--- src/rtl/y86_pkg.sv ---
// Shared decode constants for the execute-stage condition-code logic.
//   - icode values for the instructions that touch or consume the flags
//   - ifun condition selectors used by jXX / cmovXX
//   - bit positions of ZF/SF/OF inside the 3-bit CC vector
package y86_pkg;

   localparam logic [3:0] OPQ    = 4'h6;
   localparam logic [3:0] JXX    = 4'h7;
   localparam logic [3:0] CMOVXX = 4'h2;

   localparam logic [3:0] C_ALWAYS = 4'h0;
   localparam logic [3:0] C_LE     = 4'h1;
   localparam logic [3:0] C_L      = 4'h2;
   localparam logic [3:0] C_E      = 4'h3;
   localparam logic [3:0] C_NE     = 4'h4;
   localparam logic [3:0] C_GE     = 4'h5;
   localparam logic [3:0] C_G      = 4'h6;

   localparam int ZF_B = 2;
   localparam int SF_B = 1;
   localparam int OF_B = 0;

endpackage

--- src/rtl/cond_eval.sv ---
// Combinational condition evaluator.
//   cc      in  3  registered flags {ZF,SF,OF}
//   ifun    in  4  condition selector
//   cnd_raw out 1  condition result, independent of icode; 0 for ifun >= 7
module cond_eval
   import y86_pkg::*;
(
   input  logic [2:0] cc,
   input  logic [3:0] ifun,
   output logic       cnd_raw
);

   logic zf;
   logic lt;

   always_comb begin
      zf = cc[ZF_B];
      // signed less-than after a subtract: sign disagrees with overflow
      lt = cc[SF_B] ^ cc[OF_B];
      cnd_raw = 1'b0;
      case (ifun)
         C_ALWAYS: cnd_raw = 1'b1;
         C_LE:     cnd_raw = lt | zf;
         C_L:      cnd_raw = lt;
         C_E:      cnd_raw = zf;
         C_NE:     cnd_raw = ~zf;
         C_GE:     cnd_raw = ~lt;
         C_G:      cnd_raw = ~lt & ~zf;
         default:  cnd_raw = 1'b0;
      endcase
   end

endmodule

--- src/rtl/cc_cond_unit.sv ---
// Execute-stage condition-code register and condition evaluator.
// Latches ALU flags for OPq instructions and produces cnd for jXX/cmovXX
// from the registered flags (so an instruction sees flags of earlier ones).
// Optional macro CC_PERF_EN adds retired-conditional / taken counters.
//   clk, rst_n       clock, synchronous active-low reset
//   in_valid, stall  instruction present / hold this cycle
//   stat_ok          no exception pending
//   icode, ifun      instruction and condition codes
//   alu_cc           ALU flags {ZF,SF,OF}
//   cc_q             registered flags
//   cnd              condition result (0 unless icode is JXX or CMOVXX)
//   set_cc           CC write enable
//   perf_cond        retired jXX/cmovXX count (0 without CC_PERF_EN)
//   perf_taken       of those, count with cnd=1 (0 without CC_PERF_EN)
module cc_cond_unit
   import y86_pkg::*;
#(
   parameter logic [2:0] CC_RESET = 3'b100,
   parameter int         PERF_W   = 32
)(
   input  logic              clk,
   input  logic              rst_n,
   input  logic              in_valid,
   input  logic              stall,
   input  logic              stat_ok,
   input  logic [3:0]        icode,
   input  logic [3:0]        ifun,
   input  logic [2:0]        alu_cc,
   output logic [2:0]        cc_q,
   output logic              cnd,
   output logic              set_cc,
   output logic [PERF_W-1:0] perf_cond,
   output logic [PERF_W-1:0] perf_taken
);

   logic [2:0] cc_d;
   logic       cnd_raw;
   logic       is_cond;

   cond_eval u_cond_eval (
      .cc      (cc_q),
      .ifun    (ifun),
      .cnd_raw (cnd_raw)
   );

   always_comb begin
      set_cc  = in_valid & ~stall & stat_ok & (icode == OPQ);
      is_cond = (icode == JXX) | (icode == CMOVXX);
      cnd     = cnd_raw & is_cond;
      cc_d    = set_cc ? alu_cc : cc_q;
   end

   always_ff @(posedge clk) begin
      if (!rst_n) cc_q <= CC_RESET;
      else        cc_q <= cc_d;
   end

`ifdef CC_PERF_EN
   logic              retire_cond;
   logic [PERF_W-1:0] perf_cond_d;
   logic [PERF_W-1:0] perf_taken_d;
   logic [PERF_W-1:0] perf_cond_q;
   logic [PERF_W-1:0] perf_taken_q;

   always_comb begin
      retire_cond  = in_valid & ~stall & stat_ok & is_cond;
      perf_cond_d  = perf_cond_q;
      perf_taken_d = perf_taken_q;
      if (retire_cond) begin
         perf_cond_d = perf_cond_q + PERF_W'(1);
         if (cnd) perf_taken_d = perf_taken_q + PERF_W'(1);
      end
   end

   always_ff @(posedge clk) begin
      if (!rst_n) begin
         perf_cond_q  <= '0;
         perf_taken_q <= '0;
      end else begin
         perf_cond_q  <= perf_cond_d;
         perf_taken_q <= perf_taken_d;
      end
   end

   assign perf_cond  = perf_cond_q;
   assign perf_taken = perf_taken_q;
`else
   assign perf_cond  = '0;
   assign perf_taken = '0;
`endif

endmodule

--- config.mk ---
export PLATFORM = sky130hd
export DESIGN_NAME = cc_cond_unit
export DESIGN_NICKNAME = d
export VERILOG_FILES = /design/src/rtl/y86_pkg.sv /design/src/rtl/cond_eval.sv /design/src/rtl/cc_cond_unit.sv
export SDC_FILE = /design/constraint.sdc
export NUM_CORES = 1
export LEC_CHECK = 0
export CAP_MARGIN = 20
export CORE_MARGIN = 2
export CORE_UTILIZATION = 27
export CTS_CLUSTER_DIAMETER = 100
export DETAILED_ROUTE_END_ITERATION = 12
export PLACE_DENSITY = 0.85
export SYNTH_ARGS = -nofsm -noshare
export SYNTH_HDL_FRONTEND = slang
export SYNTH_HIERARCHICAL = 1
export SYNTH_SLANG_ARGS = --single-unit
--- constraint.sdc ---
create_clock -name clk -period 1.82 [get_ports clk]
set_clock_uncertainty 0.2 [all_clocks]
set_input_delay 0.546 -clock clk [delete_from_list [all_inputs] [get_ports clk]]
set_output_delay 0.546 -clock clk [all_outputs]
set_load 0.005 [all_outputs]
## Word level (Yosys, flattened, before mapping)

Index checks and enable logic that the tools add are counted.
W data, S select, Z words.

| operators by class | value |
|---|---|
| equality and inequality tests | 9 |
| bitwise gates (word level) | 11 |
| muxes and demuxes | 1 |
| reduce and logical (&&, ||, !) cells | 1 |

Operators by type and width:

| operator | count |
|---|---|
| $eq A4 B3 Y1 const B | 5 |
| $eq A4 B2 Y1 const B | 3 |
| $pmux W1 S7 | 1 |
| $and A1 B1 Y1 | 5 |
| $eq A4 B1 Y1 const B | 1 |
| $logic_not A4 Y1 | 1 |
| $not A1 Y1 | 3 |
| $or A1 B1 Y1 | 2 |
| $xor A1 B1 Y1 | 1 |

| word-level totals | value |
|---|---|
| bits in registers | 3 |
| output and inout bits | 69 |
| logic and storage cells | 23 |
| input port bits | 16 |

## Logic depth before layout (Yosys ltp)

Gate-level depths: netlist of run 1.

| depth | value |
|---|---|
| word-level depth | 5 |
| mapped depth | 4 |
| mapped depth without buffers | 4 |

## Cells and area by module

Netlist of run 1, hierarchy kept.

By module, submodules not included:

| module | cells an instance | instances | seq. area each (um^2) | area each (um^2) |
|---|---|---|---|---|
| cc_cond_unit | 81 | 1 | 60.1 | 668.1 |
| cond_eval | 10 | 1 | 0.0 | 81.3 |

## Worst setup path before layout of run 1

No wires, ideal clock.

| path | value |
|---|---|
| kind | input to output |
| from | input port ifun[1] |
| to | output port cnd |
| stages | 3 |
| path buffers | 0 |
| arrival time | 1.172 ns |
| data required time | 1.074 ns |
| path slack | -0.098 ns |
| cell sequence | a2111o_1 -> nand3_1 -> and4b_1 |

| between the ends | value |
|---|---|
| word-level cells in the longest chain between the ends | 3 |
| elaborated cells on any way between the ends | 9 |
| those cells by class | eq/ne (6); mux (1); bitwise (1); reduce/logical (1) |

Ends and longest elaborated chain:

| what | line | text |
|---|---|---|
| from (decl) | cc_cond_unit.sv:27 | `input logic [3:0] ifun,` |
| $eq A4 B3 Y1, or another cell as far along | cond_eval.sv:21 | `case (ifun)` |
| $pmux W1 S7 (*) | cond_eval.sv:21 |  |
| net cnd_raw | cc_cond_unit.sv:37 | `logic cnd_raw;` |
| $and A1 B1 Y1 (*) | cc_cond_unit.sv:49 | `cnd = cnd_raw & is_cond;` |
| to (decl) | cc_cond_unit.sv:30 | `output logic cnd,` |

The timed path passes the listed nets; every way through them passes the cells marked *.

## Worst setup path after layout of run 1

| path | value |
|---|---|
| from | input port ifun[2] |
| to | output port cnd |

The elaborated chain is that of the path after synthesis.

==> results of run 1 <==
==> cell families (layout without fill, tap and decap cells) <==
family / count (synthesis) / count (layout)
other cells: 1 / 64
buf+inv: 64 / 30
xor+xnor: 2 / 2
simple gates: 16 / 16
compound gates: 2 / 2
mux: 3 / 3
flops: 3 / 3
==> critical path, delay by kind of cell <==
kind / cells / cell delay [ps]
buffers and inverters: 2 / 260
AND/OR/NAND/NOR: 4 / 590
==> cell usage in the layout (no fill, tap or decap), drive strengths merged <==
cell / netlist / final
a2111o: 1 / 1
and4bb: 2 / 2
nand4b: 1 / 1
and4b: 1 / 1
mux2i: 3 / 3
o21ai: 1 / 1
nor4: 2 / 2
nor3: 1 / 1
dfxtp: 3 / 3
nand2: 4 / 4
dlymetal6s2s: 0 / 1
nor4b: 2 / 2
conb: 1 / 64
xnor2: 2 / 2
clkdlybuf4s15: 0 / 1
nor2b: 2 / 2
clkdlybuf4s50: 0 / 4
clkbuf: 0 / 8
nand3: 1 / 1
dlygate4sd2: 0 / 3
buf: 64 / 13
==> area by class of cell <==
| class | count | area, um^2 | share of cell area |
|---|---|---|---|
| multi-input cells | 87 | 487 | 0.578 |
| repair buffers | 26 | 224 | 0.266 |
| flip-flops and latches | 3 | 66.3 | 0.0788 |
| well taps | 31 | 38.8 | 0.0461 |
| clock buffers | 4 | 26.3 | 0.0312 |
==> cells in the mapped netlist <==
cell / number / area share
and4b_1: 1 / 0.013
nand2_1: 4 / 0.020
a2111o_1: 1 / 0.015
mux2i_1: 3 / 0.040
xnor2_1: 2 / 0.023
nor4_1: 2 / 0.017
and4bb_2: 1 / 0.017
nand4b_4: 1 / 0.032
buf_4: 64 / 0.64
nand3_1: 1 / 0.0067
nor4b_4: 1 / 0.032
conb_1: 1 / 0.0050
nor2b_1: 2 / 0.017
dfxtp_1: 3 / 0.080
and4bb_1: 1 / 0.017
nor4b_1: 1 / 0.012
nor3_1: 1 / 0.0067
o21ai_1: 1 / 0.0067
==> worst paths after layout <==
| check | start | endpoint | slack, ps |
|---|---|---|---|
| worst max-delay path | ifun[2] | cnd | -330 |
| worst min-delay path | cc_q[0] | cc_q[0] | 380 |
| worst max register to register | cc_q[2] | cc_q[2] | 860 |
| worst min register to register | cc_q[0] | cc_q[0] | 380 |
==> per-layer routing <==
metal  part of all wire  vias up  track usage
met5                  0        -            0
met4              0.013        0       0.0408
met3               0.14        2       0.0115
met2               0.54       47       0.0997
met1               0.31      210       0.0606
li1                   -      228            -
==> metrics by stage <==
step	instance area (um^2)	power (mW)	hold WS [ps]	util	setup TNS, ps
final	842	0.279	376	0.313	-457
after global routing	842	0.298	401	0.313	-546
after CTS	832	0.279	381	0.310	-749
after detailed placement	782	0.157	382	0.291	-2900
after global placement	782	0.156	380	0.291	-2830
after floorplan	986	0.210	275	-	-98.3
==> repair_timing <==
action	CTS	global route
pin swaps	5	2
resized for setup	54	13
setup endpoints to repair	8	3
setup buffers	1	0
==> power by group <==
| part | internal (mW) | switching [mW] |
|---|---|---|
| clock | 0.0822 | 0.0353 |
| sequential | 0.0650 | 0.000289 |
| combinational | 0.0401 | 0.0562 |
==> summary.txt, run 1 <==
Sequential element share of the synthesized area -> 0.0801
Slowest stage delay, CP -> 200 ps
Clock root buffer -> clkbuf_4
GR Overflow Total -> 0
Die W -> 56.7 um
CP required -> 1070 ps
Critical path launch point type -> primary input
RSZ-0062 raised after global routing -> true
TritonCTS clock tree -> yes
Antenna diode instance count -> 0
Status -> finished with violations
Post-synthesis cell area -> 749 um^2
Largest family of logic cells by synthesized area -> buffers and inverters
Largest registers -> cc_q: 3 flops
Fin cells -> 151
Detailed-route via count -> 487
H-tree Lvls -> 1
Post-DRT Antenna Nets -> 0
Hold crit path type -> flip-flop to flip-flop
Synth cell types -> 18
Area growth from synthesis to layout -> 12.4%
Simple-gate area share of the yosys netlist -> 0.189
Worst vdd ir -> 0.000235 V
Vias in the first global route -> 356
Syn Inst Count -> 91
Fin crit share -> 1.18
Final Critical Period -> 2150 ps
Drt total wl -> 1.13 mm
Final worst slack -> -327 ps
Share of cells above drive strength 1 -> 0.250
Fmax -> 0.466 GHz
Yosys warnings -> 6
I/O pin total -> 85
Largest net degree at the start of global routing -> 7
Xor/xnor cell area share of the yosys netlist -> 0.0234
Pins over their slew limit -> 0
Mux contribution to synthesized area -> 0.0401
Post-Synth Adder-Cell Area -> 0
Biggest register -> cc_q
CTS Buf Count -> 3
Initial core utilization -> 0.279
Final Hold Viols -> 0
DRT iter0 DRCs -> 4
Power density cells -> 331 nW/um^2
Crit path capture type -> primary output
Failing checks -> setup timing
Syn avg cell area -> 8.24 um^2
Drt pass-1 iters -> 3
Core Region -> 2690 um^2
Hpwl dp -> 923 um
Max-cap violations -> 0
# clock sinks -> 3
Worst Path Max Fanout -> 5
P_leak -> 0.468 nW
CP Data Arrival Time -> 1400 ps
R2r worst-path depth -> 3
Hold depth -> 3
Synth Area in Compound Gates -> 0.0217
Row cnt -> 19
DR WL/cell -> 7.45 um
First-pass GRT wire length -> 1.46 mm
Final setup fails -> 2
FF+latch count, synth -> 3
DRC Markers -> 0
Crit Path Class -> primary input to primary output
IO buf count -> 20
Clk buf depth -> 2
Worst-path cell chain -> clkbuf_4 -> and4bb_1 -> nor3_2 -> nand3_1 -> and4b_1 -> buf_2
Initial antenna violation count -> 0
Clk_lat worst skew -> 230 ps
Final net count -> 137
Vias per inst -> 3.23
Gp weighted congestion -> 0.624
Worst slack, placed -> -1180 ps
Largest register FFs -> 3
Worst path slowest cell -> and4bb_1
Placed cell count -> 146
Fill count -> 310
Die area -> 3210 um^2
Die Span Y -> 56.7 um
Clock Pin Slew Worst Setup and Hold Paths -> 40 ps
CTS hold repair buffers -> 0
Global-route usage over all layers -> 0.0573
(Power assumes the default switching activity.)
==> inputs of run 2 (changes only) <==
--- a/config.mk
+++ b/config.mk
@@ -7,10 +7,12 @@
 export LEC_CHECK = 0
 export CAP_MARGIN = 20
 export CORE_MARGIN = 2
-export CORE_UTILIZATION = 27
+export CORE_UTILIZATION = 28
+export CTS_BUF_LIST = sky130_fd_sc_hd__clkbuf_8
 export CTS_CLUSTER_DIAMETER = 100
 export DETAILED_ROUTE_END_ITERATION = 12
-export PLACE_DENSITY = 0.85
+export HOLD_SLACK_MARGIN = 0.06
+export PLACE_DENSITY = 0.87
 export SYNTH_ARGS = -nofsm -noshare
 export SYNTH_HDL_FRONTEND = slang
 export SYNTH_HIERARCHICAL = 1
==> run 2 against run 1 <==
The flow still finishes with violations (setup timing). Clock-buffer cell count shrank 1. Power grew 28%. Critical path depth is the same. Global-route usage grew 1.2 points. First-iteration DRC count shrank 50%. Combinational power grew 2%. Routed wire length grew 3.0%. Cell area grew 1.9%. Sequential power grew 2%. Clock power grew 64%. Critical path type unchanged.
==> summary.txt, run 2 (same netlist as run 1, synthesis figures left out) <==
Status -> finished with violations
Failing checks -> setup timing
Vias per inst -> 3.25 (+0.82%)
Clock root buffer -> clkbuf_8
CTS hold repair buffers -> 0 (unchanged)
First-pass GRT wire length -> 1.66 mm (+14%)
Detailed-route via count -> 491 (+0.82%)
Commonest cells after routing, fill and taps aside -> conb_1, buf_4, clkdlybuf4s50_1, buf_2, nand2_1
Row cnt -> 18 (-1)
Placed cell count -> 145 (-0.68%)
DR WL/cell -> 7.68 um (+3.0%)
Hold crit path type -> flip-flop to flip-flop
Commonest non-fill, non-tap cell in the layout -> conb_1
Global-route usage over all layers -> 0.0692 (+0.0119)
Fin cells -> 151 (unchanged)
Critical path launch point type -> primary input
CP Data Arrival Time -> 1390 ps (about the same)
Hpwl dp -> 1.02 mm (+10%)
Pwr Total -> 0.357 mW (+28%)
# clock sinks -> 3 (unchanged)
H-tree Lvls -> 1 (unchanged)
Design area -> 858 um^2 (+1.9%)
Share of cells above drive strength 1 -> 0.264 (+0.0145)
Drt pass-1 iters -> 2 (-1)
IO buf count -> 20 (unchanged)
Die area -> 3110 um^2 (-3.3%)
WHS -> 385 ps (+8.79 ps)
Die W -> 55.7 um (-1.7%)
Largest net degree at the start of global routing -> 7 (unchanged)
Antenna diode instance count -> 0 (unchanged)
Final worst slack -> -319 ps (+8.16 ps)
Worst slack, placed -> -1190 ps (-1.79 ps)
Clk buf depth -> 2 (unchanged)
Initial core utilization -> 0.300 (+0.0208)
Fmax -> 0.467 GHz (+0.38%)
Setup tns final -> -625 ps (-168 ps)
Max-cap violations -> 0 (unchanged)
Internal reg-to-reg setup slack -> 860 ps (about the same)
GR Overflow Total -> 0 (unchanged)
Fin crit share -> 1.18 (-0.00448)
Final Critical Period -> 2140 ps (-8.16 ps)
Power density cells -> 416 nW/um^2 (+26%)
Vias in the first global route -> 405 (+14%)
DRT iter0 DRCs -> 2 (-2)
Clk_lat worst skew -> 220 ps (about the same)
Worst reg2reg startpoint -> cc_q[2]
Placed Instance Area -> 781 um^2 (-0.16%)
Crit Path Class -> primary input to primary output
Clock Pin Slew Worst Setup and Hold Paths -> 30 ps (about the same)
RSZ-0062 raised after global routing -> true
Gp weighted congestion -> 0.617 (-1.0%)
CTS Buf Count -> 3 (unchanged)
Post-DRT Antenna Nets -> 0 (unchanged)
TritonCTS clock tree -> yes
Worst Setup EP -> cnd
DRC Markers -> 0 (unchanged)
CP required -> 1070 ps (about the same)
Largest registers -> cc_q: 3 flops
Final net count -> 138 (+0.73%)
R2r worst-path depth -> 3 (unchanged)
Initial antenna violation count -> 0 (unchanged)
Core Region -> 2500 um^2 (-6.9%)
Final setup fails -> 3 (+1)
Largest register FFs -> 3 (unchanged)
I/O pin total -> 85 (unchanged)
Die Span Y -> 55.7 um (-1.7%)
Worst vdd ir -> 0.000499 V (+110%)
Final Hold Viols -> 0 (unchanged)
Critical Path Source -> ifun[3]
Pins over their slew limit -> 0 (unchanged)
Final core occ -> 0.343 (+0.0299)
Drt total wl -> 1.16 mm (+3.0%)
Area growth from synthesis to layout -> 14.5%
P_leak -> 0.472 nW (+0.98%)
Biggest register -> cc_q
Crit path capture type -> primary output
Worst Path Max Fanout -> 6 (+1)
R2r endpoint -> cc_q[2]
-- run 2: cell count changes in the layout (fill, tap and decap cells not counted), moves of 2 or more --
cell	change
buf_2	+2
buf_4	+2
buf_8	-2
clkbuf_4	-4
clkbuf_8	+3
-- run 2: layout make-up --
class                           instances  area, um^2
Fill cell                             279        1640
Sequential cell                         3        63.8
Tap cell                               30        37.5
Timing Repair Buffer                   27         225
Multi-Input combinational cell         87         487
Clock inverter                          1        3.75
Clock buffer                            3        41.3
-- run 2: power by group --
group | switching [mW] | internal, mW | leakage (nW) | total, mW
clock network | 0.0487 | 0.144 | 0.0269 | 0.193
logic | 0.0563 | 0.0415 | 0.421 | 0.0978
registers | 0.000287 | 0.0665 | 0.0247 | 0.0668
total | 0.105 | 0.252 | 0.472 | 0.357
-- run 2: worst min-delay path by stage --
stage | from | endpoint | slack [ps] | cells after the start
after floorplan | cc_q[0] | cc_q[0] | 280 | 2
after global placement | cc_q[0] | cc_q[0] | 380 | 3
after detailed placement | cc_q[1] | cc_q[1] | 390 | 3
after CTS | cc_q[1] | cc_q[1] | 390 | 3
after global routing | cc_q[1] | cc_q[1] | 410 | 3
final | cc_q[1] | cc_q[1] | 390 | 3
-- run 2: worst max-delay path, cell delays in order --
cell and delay, ps:
buf_6 110, and4bb_2 240, o21ai_1 130, nand3_1 80, and4b_1 170, buf_2 130
-- run 2: timing repair --
| item | CTS | global route |
|---|---|---|
| endpoints found under the setup margin | 8 | 3 |
| gates resized for setup | 65 | 4 |
| buffers inserted | 2 | 0 |
| pin swaps | 7 | 1 |
| endpoints found under the hold margin | 0 | 0 |
-- run 2: layer usage --
layer,track usage,routed length [um]
met3,0.0163,128
met5,0,0
met4,0.0627,38
met1,0.0542,296
met2,0.136,695
==> inputs of run 3 (changes only) <==
--- a/config.mk
+++ b/config.mk
@@ -13,6 +13,7 @@
 export DETAILED_ROUTE_END_ITERATION = 12
 export HOLD_SLACK_MARGIN = 0.06
 export PLACE_DENSITY = 0.87
+export SLEW_MARGIN = 10
 export SYNTH_ARGS = -nofsm -noshare
 export SYNTH_HDL_FRONTEND = slang
 export SYNTH_HIERARCHICAL = 1
==> results of run 3 <==
The final DEF is identical to that of run 2; final timing and power are the same.
